### src/rtl/state_trace_monitor.sv
// Observer for the 3-bit state-code stream of the 7-state sequence FSM: entry counters, dwell/stuck,
// illegal-code and 0->1->2->0 pattern detection. Define STATE_TRACE_HIST_EN to add the hist output.
module state_trace_monitor #(
    parameter int CW        = 8,
    parameter int DWELL_W   = 6,
    parameter int DWELL_MAX = 16
) (
    input  logic          clk,
    input  logic          reset,
    input  logic          en,
    input  logic          clear,
    input  logic [2:0]    state_in,
    input  logic [2:0]    sel,
    output logic [CW-1:0] count_out,
    output logic [2:0]    cur_state,
    output logic          hit,
    output logic          stuck,
    output logic          illegal
`ifdef STATE_TRACE_HIST_EN
    ,
    output logic [11:0]   hist
`endif
);

    typedef enum logic [1:0] {P_IDLE, P_0, P_01, P_012} pat_t;

    localparam logic [2:0]         ILLEGAL_CODE = 3'd7;
    localparam logic [CW-1:0]      CNT_MAX      = '1;
    localparam logic [DWELL_W-1:0] DWELL_SAT    = '1;
    localparam logic [DWELL_W-1:0] DWELL_LIM    = DWELL_W'(DWELL_MAX);

    logic [CW-1:0]      cnt [7];
    logic               prev_valid;
    logic [DWELL_W-1:0] dwell;
    pat_t               pattern;

    logic               entry;
    logic [DWELL_W-1:0] dwell_next;
    pat_t               pattern_next;
    logic               hit_next;

    // NOTE: every always_comb output gets a default first so no path can infer a latch.
    always_comb begin
        entry        = !prev_valid || (state_in != cur_state);
        dwell_next   = dwell;
        pattern_next = pattern;
        hit_next     = 1'b0;

        if (entry)
            dwell_next = DWELL_W'(1);
        else if (dwell != DWELL_SAT)
            dwell_next = dwell + DWELL_W'(1);

        // The matcher only moves on entries; code 7 falls through to P_IDLE as a breaking symbol.
        if (entry) begin
            pattern_next = P_IDLE;
            case (pattern)
                P_IDLE: if (state_in == 3'd0) pattern_next = P_0;
                P_0:    if (state_in == 3'd1) pattern_next = P_01;
                P_01: begin
                    if (state_in == 3'd2)      pattern_next = P_012;
                    else if (state_in == 3'd0) pattern_next = P_0;
                end
                P_012: begin
                    if (state_in == 3'd0) begin
                        pattern_next = P_0;
                        hit_next     = 1'b1;
                    end
                end
                default: pattern_next = P_IDLE;
            endcase
        end
    end

    always_comb begin
        count_out = '0;
        if (sel != ILLEGAL_CODE)
            count_out = cnt[sel];
    end

    // NOTE: sequential state uses non-blocking assignments only, so every register sees pre-edge values.
    always_ff @(posedge clk or negedge reset) begin
        if (!reset) begin
            // NOTE: the counter array is a handful of flops, not a RAM, so it is reset like any register.
            for (int i = 0; i < 7; i++) cnt[i] <= '0;
            cur_state  <= 3'd0;
            prev_valid <= 1'b0;
            dwell      <= '0;
            pattern    <= P_IDLE;
            hit        <= 1'b0;
            stuck      <= 1'b0;
            illegal    <= 1'b0;
`ifdef STATE_TRACE_HIST_EN
            hist       <= 12'h000;
`endif
        end else if (clear) begin
            for (int i = 0; i < 7; i++) cnt[i] <= '0;
            cur_state  <= 3'd0;
            prev_valid <= 1'b0;
            dwell      <= '0;
            pattern    <= P_IDLE;
            hit        <= 1'b0;
            stuck      <= 1'b0;
            illegal    <= 1'b0;
`ifdef STATE_TRACE_HIST_EN
            hist       <= 12'h000;
`endif
        end else if (en) begin
            cur_state  <= state_in;
            prev_valid <= 1'b1;
            dwell      <= dwell_next;
            pattern    <= pattern_next;
            hit        <= hit_next;
            if (dwell_next == DWELL_LIM)
                stuck <= 1'b1;
            if (state_in == ILLEGAL_CODE)
                illegal <= 1'b1;
            if (entry && state_in != ILLEGAL_CODE && cnt[state_in] != CNT_MAX)
                cnt[state_in] <= cnt[state_in] + CW'(1);
`ifdef STATE_TRACE_HIST_EN
            if (entry)
                hist <= {hist[8:0], state_in};
`endif
        end else begin
            hit <= 1'b0;
        end
    end

endmodule
### config.mk
export PLATFORM = sky130hd
export DESIGN_NAME = state_trace_monitor
export DESIGN_NICKNAME = d
export VERILOG_FILES = /design/src/rtl/state_trace_monitor.sv
export SDC_FILE = /design/constraint.sdc
export NUM_CORES = 1
export LEC_CHECK = 0
export CAP_MARGIN = 15
export CORE_AREA = 2 2 118 120
export DETAILED_ROUTE_END_ITERATION = 8
export DIE_AREA = 0 0 120 122
export SLEW_MARGIN = 40
export SYNTH_ARGS = -nofsm -noshare
export SYNTH_HDL_FRONTEND = slang
export SYNTH_SLANG_ARGS = --single-unit
export TNS_END_PERCENT = 5
### constraint.sdc
create_clock -name clk -period 8.15 [get_ports clk]
set_clock_uncertainty 0.2 [all_clocks]
set_input_delay 1.63 -clock clk [delete_from_list [all_inputs] [get_ports clk]]
set_output_delay 1.63 -clock clk [all_outputs]
set_load 0.005 [all_outputs]
==> summary by stage, run 1 <==
Pwr
Dividing total power by cell area gives a power density of 179 nW/µm². The maximum VDD drop is 0.140 mV. Summed over all cells, the static leakage comes to 2.00 nW.

Die
The placeable core area is 13500 µm². The die covers 14600 µm². Pin placement for this block handled 24 I/O pins. After floorplanning, the core was divided into 43 placement rows.

From bottom edge to top edge, the die measures 122 µm. Measured along the x axis, the die boundary spans 120 µm. Once the floorplan was initialized, standard cells occupied 32.7% of the core.

STA
Setup violations remaining at the end of the flow were counted as 0. Dividing the final minimum period by the clock period gives 68.3%. The worst path needs 5.57 ns of the cycle, external delays included.

The max-slew violation total from the final report is 0. The total negative slack for setup checks is 0 ns. For the pin with the worst max-slew slack, the measured transition is 0.859 ns. Hold is met by 0.295 ns. Setup repair after global routing left no endpoint under its margin. The relative max-transition margin is 42.7%. Once routing completed, OpenROAD measured the worst setup slack at 2.58 ns. The number of failing hold endpoints at the final stage is 0. The achievable clock frequency is 180 MHz.

Layout
After the last flow step, the layout net total stands at 452. After routing the design area is 5010 µm². The share of post-route cells with drive strength above 1 is 14.9%.

Counting the fill cells in the layout gives 1351. The final antenna diode count is 0. The synthesis-to-layout area growth is 13.4%.

Global route
The sum of overflow across all layers after global routing is 0. For this run, the total global-route usage over all layers was measured as 15.6%. The global routing usage on met1 is 21.6%. Global routing consumed, on the met2 layer, 24.9% of the routing resources. The global routing usage on met3 is 3.23%. The initial antenna violation count is 0. The number of global-route vias before repair is 3225.

The first global-routing pass estimated 17800 µm of wire. The most crowded layer after global routing is met2. Entering global routing, the biggest net connects 72 pins.

Placement
The global placer's final weighted congestion is 0.763. The area of placed instances is 4670 µm². Before CTS, the worst setup slack after placement is 2.29 ns. During placement, the flow inserted port buffers numbering 23. The HPWL after detailed placement is 6660 µm.

Synthesis
The distinct cell type count after synthesis is 50. Of all cell types, the one taking the most synthesized area is dfrtp_1. The cell count after synthesis is 433. The area share of xor/xnor cells in the synthesized design is 1.78%. Yosys printed 0 warnings. In this run, synthesis produced a sequential element count of 71. Synthesis produced a netlist with a net count of 448. The area share of the largest cell type after synthesis is 40.2%. After Yosys synthesis, full adders, half adders and majority gates account for 1.41% of the synthesized area.

By area the synthesized netlist is led by dfrtp_1 (40%), mux2i_1 (15%), nor2_1 (5.3%), mux4_2 (4.6%), a211oi_1 (2.9%). Of the total synthesized cell area, the portion taken by AND, OR, NAND and NOR gates is 16.0%. The mapped netlist covers 4420 µm².

The synthesized area per cell is 10.2 µm². The fraction of the mapped netlist area in compound gates is 12.0%. After synthesis, the share of cell area in mux cells is 22.3%. The sequential share of the synthesized area is 40.2%. After synthesis, the largest family of logic cells by area is multiplexers.

Detailed routing
Detailed routing inserted a total of 3248 vias. The post-route antenna net violation count is 0. In the final routed layout, each cell accounts on average for 17.5 µm. For this run, design rule violations remaining after detail routing come to 0. The initial DRC count is 212. The sum of routed wire length over all layers is 10900 µm. The post-detailed-route via-to-cell ratio is 5.22. The number of detailed-routing iterations run before antenna repair is 4.

Clock network
The TritonCTS clock tree is built. Gates resized during post-CTS repair numbered 0. The clock insertion delay at the later pin of the skew report is 0.34 ns. The clock transition time at the flip-flop clock pins of the worst setup and hold paths is 0.06 ns.

Buffers inserted to repair hold after CTS numbered 0. After clock tree synthesis, the setup repair step added 0 buffers. In this run, CTS created clock tree buffers numbering 9. The deepest clock path buffer count is 2. The clock net sink count is 71. In this run the clock root is driven by a clkbuf_16. The CTS H-tree depth is 3.

Worst setup path
The worst endpoint data arrival time is 3.74 ns. In this run the worst path has a maximum fanout of 17. The category of the most critical setup path is input port to output port.

For the worst setup path, the data required time is 6.32 ns. The kind of launch point of the worst setup path is an input port. The endpoint kind of the worst setup timing path is an output port.

Status
The flow ran to the end, and the final reports show no timing, DRC or antenna violations.

Job
Max-cap violations in this run came to 0.

Min path
The path type of the worst min-delay path is flop to flop.
[state kept, by name, indices dropped and copies added (netlist names)]
register    count
illegal         1
dwell           6
cur_state       3
pattern         2
stuck           1
hit             1
cnt            56
prev_valid      1
[critical path: stages]
cell	delay (ns)
clkdlybuf4s50_1	0.45
buf_4	0.27
nor2b_2	0.51
nand2_1	0.10
o21ai_0	0.09
mux2_2	0.17
clkdlybuf4s50_1	0.51
[power breakdown]
part | switching [mW] | total [mW] | internal, mW
Clock | 0.154 | 0.430 | 0.276
Sequential | 0.00581 | 0.366 | 0.360
Combinational | 0.0635 | 0.0996 | 0.0361
[cell usage in the layout, fill, tap and decap left out, types with 4 or more instances in the layout]
master,instances
clkdlybuf4s50_1,20
nand3b_1,8
ha_1,5
xnor2_1,8
mux2_2,9
nand2_1,22
o211ai_1,4
o21ai_0,13
nor3_1,4
nor2_1,62
a21oi_2,5
dfrtp_1,71
nand4_1,4
mux2i_1,68
nand3_1,16
nand2b_1,9
buf_4,7
mux4_2,9
a22oi_1,4
a21oi_1,15
a211oi_1,17
clkbuf_16,9
inv_1,6
[synthesized netlist by cell type (all sizes together)]
cell / number
or2: 1
and4: 1
o211ai: 6
a221oi: 1
or4: 1
mux2i: 68
ha: 5
a41oi: 3
o211a: 1
a31oi: 3
clkbuf: 18
nor2: 63
nand2: 24
nor2b: 3
nor4: 2
inv: 6
buf: 20
clkinv: 1
xor2: 1
nand3: 17
nand4: 4
nand2b: 9
and3: 1
nand3b: 8
a22oi: 6
a31o: 1
o21ai: 13
mux2: 9
dfrtp: 71
nor3: 5
nor3b: 2
xnor2: 8
and4b: 1
mux4: 9
a21oi: 22
a211oi: 18
nand4b: 1
[path summary, 6_finish.rpt]
path,start,endpoint,slack (ns),cells past startpoint
worst max-delay path,sel[0],count_out[0],2.58,7
worst min-delay path,prev_valid,prev_valid,0.29,2
worst max register to register,cnt[8],cnt[33],5.19,10
worst min register to register,prev_valid,prev_valid,0.29,2
max in group asynchronous,reset,cnt[22],6.05,2
min in group asynchronous,reset,cur_state[1],1.18,2
[routing by layer]
metal,routed length [µm],vias to the layer above
met2,5080,69
met5,0,-
met1,5270,1609
met4,162,0
li1,-,1557
met3,373,13
[logic make-up after synthesis]
group           count (synthesis)
simple gates                  143
fa+ha+maj                       5
mux                            86
xor+xnor                        9
compound gates                 74
flops                          71
buf+inv                        45
[layout make-up]
class                      count  area, µm²  share of cell area, %
multi-input combinational    317       2380                   47.5
sequential                    71       1780                   35.4
timing repair buffer          31        279                   5.57
clock buffer                  11        243                   4.84
tap                          180        225                   4.49
clock inverter                 5       81.3                   1.62
inverter                       7       26.3                  0.524
[stage by stage]
stage	std cells	utilization [%]	power, mW
global route	622	37.1	0.926
finish	622	37.1	0.896
CTS	622	37.0	0.907
detailed placement	606	34.6	0.472
floorplan	433	-	0.441
global placement	606	34.6	0.470
Power figures use the tool's default switching activity.
==> run 2: changes to the inputs <==
clock period = 5.39 ns   (was 8.15 ns; I/O delays follow)
==> run 2 against run 1 <==
First-iteration DRC count rose by 21%; clock-buffer cell count is 2 higher; largest power group is now registers; die area unchanged; sequential power up 51%; critical endpoint is now count_out[2].
==> summary by stage, run 2 (synthesis gave the netlist of run 1 again) <==
Worst setup path
The worst-case reg-to-reg path depth is 11. Among the stages of the critical path, the cell type that occurs most often is clkdlybuf4s50_1. The required time of the critical path is 4.11 ns. STA classifies the critical path endpoint as an output port.

For the worst setup path, the data arrival time is 3.62 ns. In this run the critical register-to-register path is captured at cnt[18]. Along the worst path, the maximum fanout reaches 11. The critical register-to-register path startpoint is cnt[8]. The kind of launch point of the worst setup path is an input port. The beginning of the critical path is sel[0]. The critical path goes through clkdlybuf4s50_1, nor2b_1, buf_4, nand2_1, o21ai_0, mux2_2, clkdlybuf4s50_1.

The cell type of the slowest stage on the worst timing path is clkdlybuf4s50_1. For flop-to-flop paths, the worst setup slack is 2.48 ns. The critical path in this run is classified as input port to output port. For this run, the slowest stage of the critical path takes 0.85 ns.

Layout
The net count of the finished layout is 464. The layout has 1333 filler cells. The library cell used most frequently in the layout, excluding fill and tap cells, is dfrtp_1. The largest registers in the layout are cnt (56), dwell (6), cur_state (3). The final antenna diode count is 0. The share of post-route cells with drive strength above 1 is 16.5%. The flip-flop count of the largest register after layout is 56. The synthesis-to-layout area growth is 13.7%.

The largest register by flop count is cnt. In the layout the commonest cells are dfrtp_1 (71), mux2i_1 (68), nor2_1 (62), nand2_1 (22), buf_4 (21).

Status
The flow ran to the end, and the final reports show no timing, DRC or antenna violations.

Clock network
The deepest clock path buffer count is 2. Counting every sink on the clock net gives 71. The number of hold buffers added after CTS is 0.

Buffers added to address setup during post-CTS repair amount to 0. The clock reaches the later pin of the worst-skew pair after 0.34 ns. In this run the clock root is driven by a clkbuf_16.

The clock transition time at the flip-flop clock pins of the worst setup and hold paths is 0.05 ns. Buffers inserted during clock tree synthesis total 9. The TritonCTS clock tree is built.

The number of resized instances in the post-cts repair step is 0. The CTS H-tree depth is 3.

STA
The setup-violating endpoint count in the final report is 0. The number of failing hold endpoints at the final stage is 0. The achievable clock frequency is 204 MHz. For the finished layout, the period the worst path requires is 4.90 ns.

The total negative slack for setup checks is 0 ns. Setup repair after global routing left no endpoint under its margin. The max-slew violation total from the final report is 0.

The portion of the clock cycle consumed by the worst path in the final layout is 90.8%. At the pin with the least slew margin, the transition time is 0.816 ns. Headroom to the max-slew limit came out at 45.6%.

Global route
The first global-routing pass estimated 18400 µm of wire. The pin count of the biggest net entering global routing is 64. For this run the aggregate overflow at the end of global routing stands at 0. The initial antenna violation count came to 0. The number of global-route vias before repair is 3343.

For this run, the total global-route usage over all layers was measured as 16.2%.

Pwr
For this design the static power due to leakage is 2.04 nW. The total power draw is 1.25 mW. The cell area power density is 249 nW/µm². The worst-case IR drop observed on VDD is 0.165 mV.

Detailed routing
The initial DRC count is 256. The DRC violation count after routing is 0. The number of detailed-routing iterations run before antenna repair is 4. The sum of routed wire length over all layers is 11000 µm. The detailed-route wire length per cell is 17.4 µm. The routed layout has 3319 vias. In this run the remaining antenna-violating nets after routing total 0.

Dividing the detail-routed via count by the number of cells gives 5.24.

Placement
The number of buffer cells added on primary ports is 23. The HPWL after detailed placement is 7390 µm. Routability-driven placement finished with a final weighted congestion of 0.853.

Die
The die width is 120 µm. In this run the standard cell core region covers 13500 µm². In this run the vertical extent of the chip is 122 µm.

The overall die area is 14600 µm². During I/O placement, the number of pins put on the boundary was 24. The initial core utilization is 32.7%.

After floorplanning, the core was divided into 43 placement rows.

Min path
The hold-critical path depth is 2. The path class of the tightest hold or removal check is flop to flop. The hold-critical path endpoint is prev_valid.

In this run the most critical hold path is launched from prev_valid.

Job
The number of maximum-capacitance violations is 0.
[run 2: cell count changes in the layout (fill, tap and decap cells not counted), sizes merged]
cell | previous run | this run
clkinv | 3 | 4
clkbuf | 11 | 13
clkinvlp | 1 | 0
buf | 11 | 23
bufinv | 2 | 0
[run 2: where the power goes]
group,switching (mW),internal (mW)
Sequential,0.00937,0.544
Combinational,0.0964,0.0578
Clock,0.220,0.323
[run 2: layer usage]
layer	up-vias	track usage [%]	part of all wire [%]
met5	-	0	0
met4	0	5.66	2.1
met3	16	3.60	5.5
met2	72	25.4	46
met1	1641	22.2	46
li1	1590	-	-
[run 2: how the worst max path moves through the flow]
stage / endpoint / slack, ns / depth (start not counted)
5_1_grt: count_out[3] / 0.34 / 7
3_3_place_gp: count_out[3] / 0.53 / 7
4_1_cts: count_out[2] / 0.47 / 7
6_report: count_out[2] / 0.49 / 7
2_1_floorplan: count_out[5] / 1.56 / 4
3_5_place_dp: count_out[2] / 0.49 / 7
[run 2: critical path, delay by kind of cell]
kind	cells	cell delay [ns]
buffers and inverters	3	1.58
muxes	1	0.18
and+or+nand+nor	2	0.69
AOI/OAI and AO/OA	1	0.07
[run 2: per-stage QoR]
step	hold WS, ns	instances	instance area [µm²]	utilization, %	setup WS, ns
6_report	0.296	634	5030	37.2	0.494
5_1_grt	0.328	634	5030	37.2	0.343
4_1_cts	0.300	634	5030	37.2	0.471
3_5_place_dp	0.282	618	4760	35.2	0.489
3_3_place_gp	0.272	618	4760	35.2	0.526
2_1_floorplan	0.258	433	4420	-	1.56
[run 2: layout make-up]
cell class	count	area, µm²	share of cell area, %
multi-input combinational	317	2360	47.0
clock buffer	13	250	4.98
timing repair buffer	43	368	7.32
inverter	7	26.3	0.523
tap	180	225	4.48
clock inverter	3	18.8	0.373
sequential	71	1780	35.3
==> run 3: changes to the inputs <==
PLACE_DENSITY_LB_ADDON = 0.15   (was unset)
==> run 3 against run 2 <==
Combinational power about the same; critical path type unchanged; hold slack about the same; first-iteration DRC count decreased by 59%; via count increased by 0.51%; routed wire length increased by 5.4%; sequential power about the same; final cell count increased by 0.16%; register-to-register slack improved by 0.10 ns; die area unchanged; maximum frequency increased by 5.5%.
==> summary by stage, run 3 (synthesis gave the netlist of run 1 again) <==
Detailed routing
The number of vias after detailed routing is 3336. The post-detailed-route via-to-cell ratio is 5.25. After the first detailed-routing iteration, the DRC count stood at 105.

The number of detailed-routing iterations run before antenna repair is 4. Once detail routing completed, the nets flagged for antenna violations numbered 0. For this run, design rule violations remaining after detail routing come to 0.

The sum of routed wire length over all layers is 11600 µm. The detailed-route wire length per cell is 18.3 µm.

Worst setup path
The slowest stage of the critical path is the clkdlybuf4s50_1 cell. The kind of cell with the highest combined delay along the critical path is buffers and inverters. The peak fanout along the critical path is 10. The count of buffer and inverter cells on the critical path is 3.

The endpoint of the worst register-to-register path is cnt[7]. The category of the most critical setup path is input port to output port. The largest single stage delay on the critical path is 0.73 ns. The register-to-register setup slack is 2.58 ns. The critical register-to-register path startpoint is cnt[24]. The worst setup path is captured at an output port. The critical path starts at sel[0].

The worst endpoint data arrival time is 3.36 ns. In this design, the critical path's most frequently occurring cell is clkdlybuf4s50_1. The signal on the critical path passes through clkdlybuf4s50_1, buf_4, mux4_2, mux2_2, clkdlybuf4s50_1. Measured in cells, the most critical reg-to-reg path has a length of 11. For the worst setup path, the data required time is 4.11 ns.

The worst setup path is launched from an input port.

Clock network
In this run the post-CTS setup repair buffer count came out at 0. The clock net sink count is 71. TritonCTS created 9 clock buffers.

The H-tree was split into 3 levels. The deepest clock path buffer count is 2. TritonCTS built the clock tree. The clock transition time at the flip-flop clock pins of the worst setup and hold paths is 0.05 ns. CTS placed an instance of clkbuf_16 at the clock tree root. The number of hold buffers added after CTS is 0. The clock reaches the later pin of the worst-skew pair after 0.33 ns. The number of gates resized after CTS was 0.

Global route
The number of global-route vias before repair was 3302. The pin count of the biggest net entering global routing is 72. The sum of overflow across all layers after global routing is 0. The first global-routing pass estimated 18700 µm of wire.

The initial antenna violation count is 0. The global router's overall resource usage is 16.7%.

STA
The hold slack is 0.296 ns. The transition time of the tightest slew-check pin is 0.775 ns. The number of failing hold endpoints at the final stage is 0.

The max-slew violation total from the final report is 0. Setup repair after global routing left no endpoint under its margin. The relative max-transition margin is 48.0%.

For this run, the top clock speed supported by timing is 216 MHz. The post-layout minimum cycle time is 4.64 ns. The final critical path takes up 86.1% of the cycle.

The total negative slack for setup checks is 0 ns. Setup violations remaining at the end of the flow were counted as 0.

Layout
The largest register by flop count is cnt. The multi-input combinational cells in the finished layout cover a total of 2360 µm². The sequential cells in the finished layout cover a total of 1780 µm². The most frequent standard cell in the layout excluding fill and tap cells is dfrtp_1. The filler cells instantiated in the layout total 1341. The top cell types in the final layout, fill and taps aside, are dfrtp_1 (71), mux2i_1 (68), nor2_1 (62), buf_4 (24), nand2_1 (22). 0 antenna diodes ended up in the layout. The number of nets in the final layout is 467. The share of post-route cells with drive strength above 1 is 16.7%. The area growth from synthesis to layout is 14.6%. The largest registers in the layout are cnt (56), dwell (6), cur_state (3). The flip-flop count of the largest register after layout is 56.

Die
The die covers 14600 µm². The total number of placement rows is 43. The count of pins on the block boundary is 24. The vertical die dimension is 122 µm. The initial core utilization is 32.7%.

The placeable core area is 13500 µm². The die is 120 µm wide.

Pwr
The maximum VDD drop is 0.120 mV. The analysis attributes to cell leakage a power of 2.06 nW. For this design the ratio of total power to cell area is 253 nW/µm².

Min path
The worst hold path startpoint is illegal. The worst hold path terminates at illegal. Along the worst hold path, the cell count comes to 2.

The path type of the worst min-delay path is flop to flop.

Placement
The HPWL after detailed placement is 7860 µm. Buffers placed on the I/O ports in this run total 23. The global placer's final weighted congestion is 0.793.

Status
The flow ran to the end, and the final reports show no timing, DRC or antenna violations.

Job
The tool flagged a number of max-cap violations equal to 0.
run 3: cell count changes in the layout (fill, tap and decap cells not counted), sizes merged:
| cell | change |
|---|---|
| clkinv | -3 |
| bufinv | +1 |
| buf | +3 |
run 3: routing by layer:
metal / up-vias / global-route usage [%] / share of wire (%)
li1: 1583 / - / -
met1: 1689 / 22.2 / 48
met2: 53 / 27.5 / 48
met3: 11 / 3.18 / 2.8
met4: 0 / 5.59 / 1.5
met5: - / 0 / 0
run 3: layout make-up:
class / instances / area share [%]
flip-flops and latches: 71 / 35.1
clock buffers: 13 / 4.94
clock inverters: 1 / 0.592
inverters: 7 / 0.518
well taps: 180 / 4.44
multi-input cells: 317 / 46.6
repair buffers: 46 / 7.83
run 3: worst reg2reg max path, stage by stage, from the launching register on:
cell and delay [ns]:
dfrtp_1 0.37, mux2i_1 0.09, a22oi_1 0.20, nand2_1 0.13, clkinv_1 0.20, ha_1 0.24
nand3_2 0.13, nor3b_4 0.48, a21oi_2 0.17, buf_4 0.23, nand2b_1 0.15, a21oi_1 0.14
run 3: report_power, final:
part	leakage (nW)	internal (mW)	total (mW)	switching (mW)
Clock	0.136	0.366	0.572	0.206
Combinational	0.940	0.0587	0.157	0.0985
Sequential	0.981	0.545	0.554	0.00927
run 3: worst max-delay path by stage:
stage          slack, ns            to  depth (start not counted)
6_report            0.75  count_out[1]                          5
5_1_grt             0.66  count_out[2]                          5
4_1_cts             0.73  count_out[2]                          5
3_5_place_dp        0.73  count_out[1]                          5
3_3_place_gp        0.77  count_out[2]                          5
2_1_floorplan       1.56  count_out[5]                          4
run 3: through the flow:
stage / cell area [µm²] / cells / power [mW] / worst slack, ns / utilization [%]
2_1_floorplan: 4420 / 433 / 0.667 / 1.56 / -
3_3_place_gp: 4780 / 621 / 0.720 / 0.765 / 35.4
3_5_place_dp: 4790 / 621 / 0.722 / 0.731 / 35.4
4_1_cts: 5070 / 635 / 1.30 / 0.731 / 37.5
5_1_grt: 5070 / 635 / 1.34 / 0.662 / 37.5
6_report: 5070 / 635 / 1.28 / 0.752 / 37.5
==> patch 1: new RTL, settings of run 2 <==
The 4 values of `pat_t` get a one-hot encoding in 4 bits.
--- a/src/rtl/state_trace_monitor.sv
+++ b/src/rtl/state_trace_monitor.sv
@@ -23,5 +23,5 @@
 );
 
-    typedef enum logic [1:0] {P_IDLE, P_0, P_01, P_012} pat_t;
+    typedef enum logic [3:0] {P_IDLE = 4'b0001, P_0 = 4'b0010, P_01 = 4'b0100, P_012 = 4'b1000} pat_t;
 
     localparam logic [2:0]         ILLEGAL_CODE = 3'd7;
Check against the original RTL: no difference found for any inputs over 4 cycles, from zero or initial values and one cycle with reset low; so few cycles prove little.
==> patch 1 against run 2 <==
Setup slack improved by 220 ps; largest cell class unchanged; area after synthesis decreased by 0.28%; wire length increased by 2.6%; design area increased by 0.87%; global-route usage increased by 0.28 points; total power increased by 5.5%; sequential share of layout area increased by 0.71 points; highest routed layer unchanged; worst hold slack improved by 23 ps; sequential cell count increased by 2; count of clock-buffer cells in the layout decreased by 2.
==> patch 1: results (changes against run 2) <==
- Net Switching: 0.356 mW (was 0.326 mW)
- The number of antenna violations at the first check in global routing came to 0 (unchanged).
- The number of design-rule violations left by the first detailed-router iteration was 352 (was 256).
- Layout filler cell count: 1311 (was 1333)
* Synth cell types: 53 (was 50)
* Maximum number of pins on one net before global-route repair: 74 (was 64)
- The worst-case vdd ir drop is 0.000142 V (was 0.000165 V).
- Setup Buffers After CTS: 0 (unchanged)
- The count of synthesis-stage warnings from yosys was 0 (unchanged).
- Cell area reported after detailed placement: 0.00479 mm² (was 0.00476 mm²)
- Class of the most critical hold timing path: register to register (unchanged)
* Wire length after detailed routing: 11300 µm (was 11000 µm)
- Pre-CTS worst setup slack: 733 ps (was 489 ps)
* Sequential-to-total area share from yosys stat: 41.5% (was 40.2%)
- Global-route wire length before repair: 18800 µm (was 18400 µm)
* Syn Nets: 455 (was 448)
- Status: finished clean (unchanged).
- Layout cells sized above 1: 13.8% (was 16.5%)
- CTS clock-pin slew for the worst setup and hold paths: 60 ps
- The maximum root-to-sink buffer count is 2 (unchanged).
* Global router's overall resource usage: 16.5% (was 16.2%)
- The top flip-flop cell by instance count after synthesis is sky130_fd_sc_hd__dfrtp_1 (unchanged).
- Number of global-route vias before repair: 3339 (was 3343)
- Clock tree root driver cell: sky130_fd_sc_hd__clkbuf_16 (unchanged)
- Share of flip-flops with an asynchronous set or reset: 100% (unchanged)
* Clock latency of the later-clocked register in the worst-skew pair: 340 ps (about the same)
- Max incr delay on CP: 620 ps (was 850 ps)
* Routed vias/inst: 5.32 (was 5.24)
* Slowest CP cell: sky130_fd_sc_hd__nor2b_1 (was sky130_fd_sc_hd__clkdlybuf4s50_1)
- Number of inserted diodes: 0 (unchanged)
- Final weighted congestion in routability-driven placement: 0.829 (was 0.853)
- Crit path max-delay family: buffers and inverters (unchanged)
- First-pass DRT Iterations: 4 (unchanged)
- CTS resizes: 0 (unchanged)
* Largest registers: cnt (56), dwell (6), pattern (4) (was cnt (56), dwell (6), cur_state (3))
* NumNets Final: 471 (was 464)
- Worst endpoint data arrival time: 3400 ps (was 3620 ps)
* Total of buffers placed on input and output ports: 23 (unchanged)
- Leakage power total: 2.01 nW (was 2.04 nW)
- Number of H-tree levels: 3 (unchanged)
- The number of buffers created by CTS was 9 (unchanged).
- Most frequent cells after synthesis: sky130_fd_sc_hd__dfrtp_1 (72), sky130_fd_sc_hd__nor2_1 (72), sky130_fd_sc_hd__mux2i_1 (50) (was sky130_fd_sc_hd__dfrtp_1 (71), sky130_fd_sc_hd__mux2i_1 (68), sky130_fd_sc_hd__nor2_1 (62)).
* Transition time of the tightest slew-check pin: 892 ps (was 816 ps)
- The top fanout value on the critical path came to 8 (was 11).
* DP HPWL: 7580 µm (was 7390 µm)
* Synth area leaders: sky130_fd_sc_hd__dfrtp_1 (41%), sky130_fd_sc_hd__mux2i_1 (11%), sky130_fd_sc_hd__a211oi_1 (6.6%) (was sky130_fd_sc_hd__dfrtp_1 (40%), sky130_fd_sc_hd__mux2i_1 (15%), sky130_fd_sc_hd__nor2_1 (5.3%))
-- patch 1: area by class of cell --
cell class	count	area share [%]
multi-input combinational	331	46.5
inverter	1	0.0740
tap	180	4.44
clock buffer	11	4.98
timing repair buffer	43	7.40
sequential	73	36.0
clock inverter	4	0.567
-- patch 1: stage by stage --
| step | std cells | utilization [%] | power, mW |
|---|---|---|---|
| floorplan | 443 | - | 0.701 |
| global placement | 627 | 35.4 | 0.758 |
| detailed placement | 628 | 35.5 | 0.761 |
| CTS | 643 | 37.6 | 1.33 |
| global route | 643 | 37.6 | 1.38 |
| finish | 643 | 37.6 | 1.32 |
-- patch 1: layer usage --
layer / GRT usage (%) / wire [µm] / vias to the layer above
met4: 4.71 / 155 / 0
met1: 22.8 / 5220 / 1697
met3: 3.09 / 503 / 14
li1: - / - / 1636
met2: 26.5 / 5450 / 75
met5: 0 / 0 / -
-- patch 1: cells by family after synthesis --
| logic type | count (synthesis) | share of synthesized area, % |
|---|---|---|
| simple gates | 156 | 17.2 |
| fa+ha+maj | 2 | 0.567 |
| buf+inv | 39 | 5.05 |
| compound gates | 96 | 15.9 |
| xor+xnor | 11 | 2.36 |
| flops | 73 | 41.5 |
| mux | 66 | 17.5 |
-- patch 1: worst reg2reg max path: stages, from the launching register on --
cell,delay (ps)
sky130_fd_sc_hd__dfrtp_1,380
sky130_fd_sc_hd__mux2i_1,90
sky130_fd_sc_hd__o211a_1,220
sky130_fd_sc_hd__a221oi_1,280
sky130_fd_sc_hd__ha_1,260
sky130_fd_sc_hd__nand3_1,160
sky130_fd_sc_hd__nor4_4,490
sky130_fd_sc_hd__a21oi_1,390
sky130_fd_sc_hd__buf_4,270
sky130_fd_sc_hd__mux2i_1,140
sky130_fd_sc_hd__nor2_1,50
-- patch 1: power groups by stage --
stage                     registers, mW  logic, mW  clock network, mW
final                             0.577      0.174              0.570
after global routing              0.578      0.191              0.606
after CTS                         0.577      0.175              0.577
after detailed placement          0.586      0.174                  0
after global placement            0.586      0.173                  0
after floorplan                   0.582      0.119                  0
-- patch 1: path summary, 6_finish.rpt --
kind                       cells after the start  slack (ps)            to    from
hold reg to reg                                2         320         stuck   stuck
max in group asynchronous                      1        3950    pattern[3]   reset
min in group asynchronous                      1         560       cnt[55]   reset
setup / recovery                               8         720  count_out[5]  sel[0]
setup reg to reg                              10        2330        cnt[9]  cnt[9]
hold / removal                                 2         320         stuck   stuck
==> patch 2: new RTL, config.mk and constraints of run 2 <==
Without the edit above. Set the parameter `DWELL_W` to 4 (it was 6).
--- a/src/rtl/state_trace_monitor.sv
+++ b/src/rtl/state_trace_monitor.sv
@@ -3,5 +3,5 @@
 module state_trace_monitor #(
     parameter int CW        = 8,
-    parameter int DWELL_W   = 6,
+    parameter int DWELL_W   = 4,
     parameter int DWELL_MAX = 16
 ) (
Function: no difference found for any inputs over 4 cycles, from zero or initial values and one cycle with reset low; that may be too few to reach the edited logic, so the function may still have changed.
==> patch 2 against run 2 <==
Die area is the same; sequential power shrank 0.9%; total power grew 6.2%; first-iteration DRC count shrank 38%; maximum frequency grew 11%; design area shrank 3.9%; sequential cell count shrank 2; global-route usage shrank 0.53 points; wire length shrank 3.0%; area after synthesis shrank 6.2%; critical path depth shrank 2; sequential share of layout area grew 0.38 points; synthesized cell count shrank 4.6%; setup slack gained 490 ps; critical endpoint is now count_out[4]; largest cell class unchanged; highest routed layer unchanged.
==> patch 2: results (changes against run 2) <==
- The tightest hold margin came to 298 ps (was 296 ps).
* Length of routed met3 wiring: 402 µm (was 612 µm)
- DP HPWL: 7040 µm (was 7390 µm)
- Compound-Gate Fraction of Synth Area: 15.3% (was 12.0%)
- The areal power density over the cells was 275 mW/mm² (was 249 mW/mm²).
* Cell area reported after detailed placement: 0.00453 mm² (was 0.00476 mm²)
- The portion of the post-synthesis area used by sequential elements was 41.6% (was 40.2%).
* Met1 demand-to-capacity share in global routing: 20.5% (was 22.2%)
- The number of placed instances with taps included came to 601 (was 618).
- Wire length after detailed routing: 10700 µm (was 11000 µm)
- Cells on worst reg2reg path: 10 (was 11)
- The switching component of the power came to 0.356 mW (was 0.326 mW).
- Synth cell types: 47 (was 50)
- The static leakage power came to 1.96 nW (was 2.04 nW).
- Maximum number of pins on one net before global-route repair: 72 (was 64)
* Most frequent cells after synthesis: sky130_fd_sc_hd__dfrtp_1 (69), sky130_fd_sc_hd__nor2_1 (62), sky130_fd_sc_hd__mux2i_1 (57) (was sky130_fd_sc_hd__dfrtp_1 (71), sky130_fd_sc_hd__mux2i_1 (68), sky130_fd_sc_hd__nor2_1 (62))
- The fraction of synthesized cell area in xor and xnor cells came to 2.11% (was 1.78%).
- The share of cells above drive strength 1 was 15.1% (was 16.5%).
* Peak VDD IR: 0.000143 V (was 0.000165 V)
- Status: finished clean (unchanged)
* Global router's overall resource usage: 15.7% (was 16.2%)
- Syn Nets: 428 (was 448)
* Routed length on met2: 5110 µm (was 5090 µm)
- Global-route track usage on met3: 3.32% (was 3.60%)
- The post-route non-filler standard cell count is 617 (was 634).
- Worst endpoint data arrival time: 3130 ps (was 3620 ps)
- The worst slack after detailed placement came to 699 ps (was 489 ps).
* WL met1: 5000 µm (was 5110 µm)
- Reg-to-reg endpoint: cnt[38] (was cnt[18])
* Final weighted congestion in routability-driven placement: 0.817 (was 0.853)
* Synth area leaders: sky130_fd_sc_hd__dfrtp_1 (42%), sky130_fd_sc_hd__mux2i_1 (14%), sky130_fd_sc_hd__nor2_1 (5.6%) (was sky130_fd_sc_hd__dfrtp_1 (40%), sky130_fd_sc_hd__mux2i_1 (15%), sky130_fd_sc_hd__nor2_1 (5.3%))
- The clock distribution power came to 0.602 mW (was 0.544 mW).
* Global-route wire length before repair: 17800 µm (was 18400 µm)
- Post-synthesis share of cell area spent on full adders, half adders and majority gates: 1.51% (was 1.41%)
- The mux cell area share after synthesis is 20.3% (was 22.3%).
* Transition time of the tightest slew-check pin: 760 ps (was 816 ps)
* Min-Delay Endpoint: illegal (was prev_valid)
* Post-Synthesis Cells: 413 (was 433)
## patch 2: cell types whose count changed after synthesis, sizes merged, moves of 6 or more
cell	change
o211ai	-6
a211oi	+13
o2bb2ai	+6
nand3b	-8
nand3	-11
a21oi	-6
mux2i	-11
## patch 2: cells by family after synthesis
kind of cell    count (synthesis)
mux                            73
xor+xnor                       10
buf+inv                        43
flops                          69
simple gates                  125
fa+ha+maj                       5
compound gates                 88
## patch 2: area by class of cell
class                      instances  area, µm²
tap                              180        225
sequential                        69       1730
fill                            1327       8670
timing repair buffer              41        350
inverter                          10       37.5
multi-input combinational        301       2190
clock inverter                     6       62.6
clock buffer                      10        239
## patch 2: worst max-delay path, stage by stage
cell	delay, ps
sky130_fd_sc_hd__clkdlybuf4s50_1	460
sky130_fd_sc_hd__buf_4	290
sky130_fd_sc_hd__mux4_2	550
sky130_fd_sc_hd__mux2_2	290
sky130_fd_sc_hd__clkdlybuf4s50_1	450
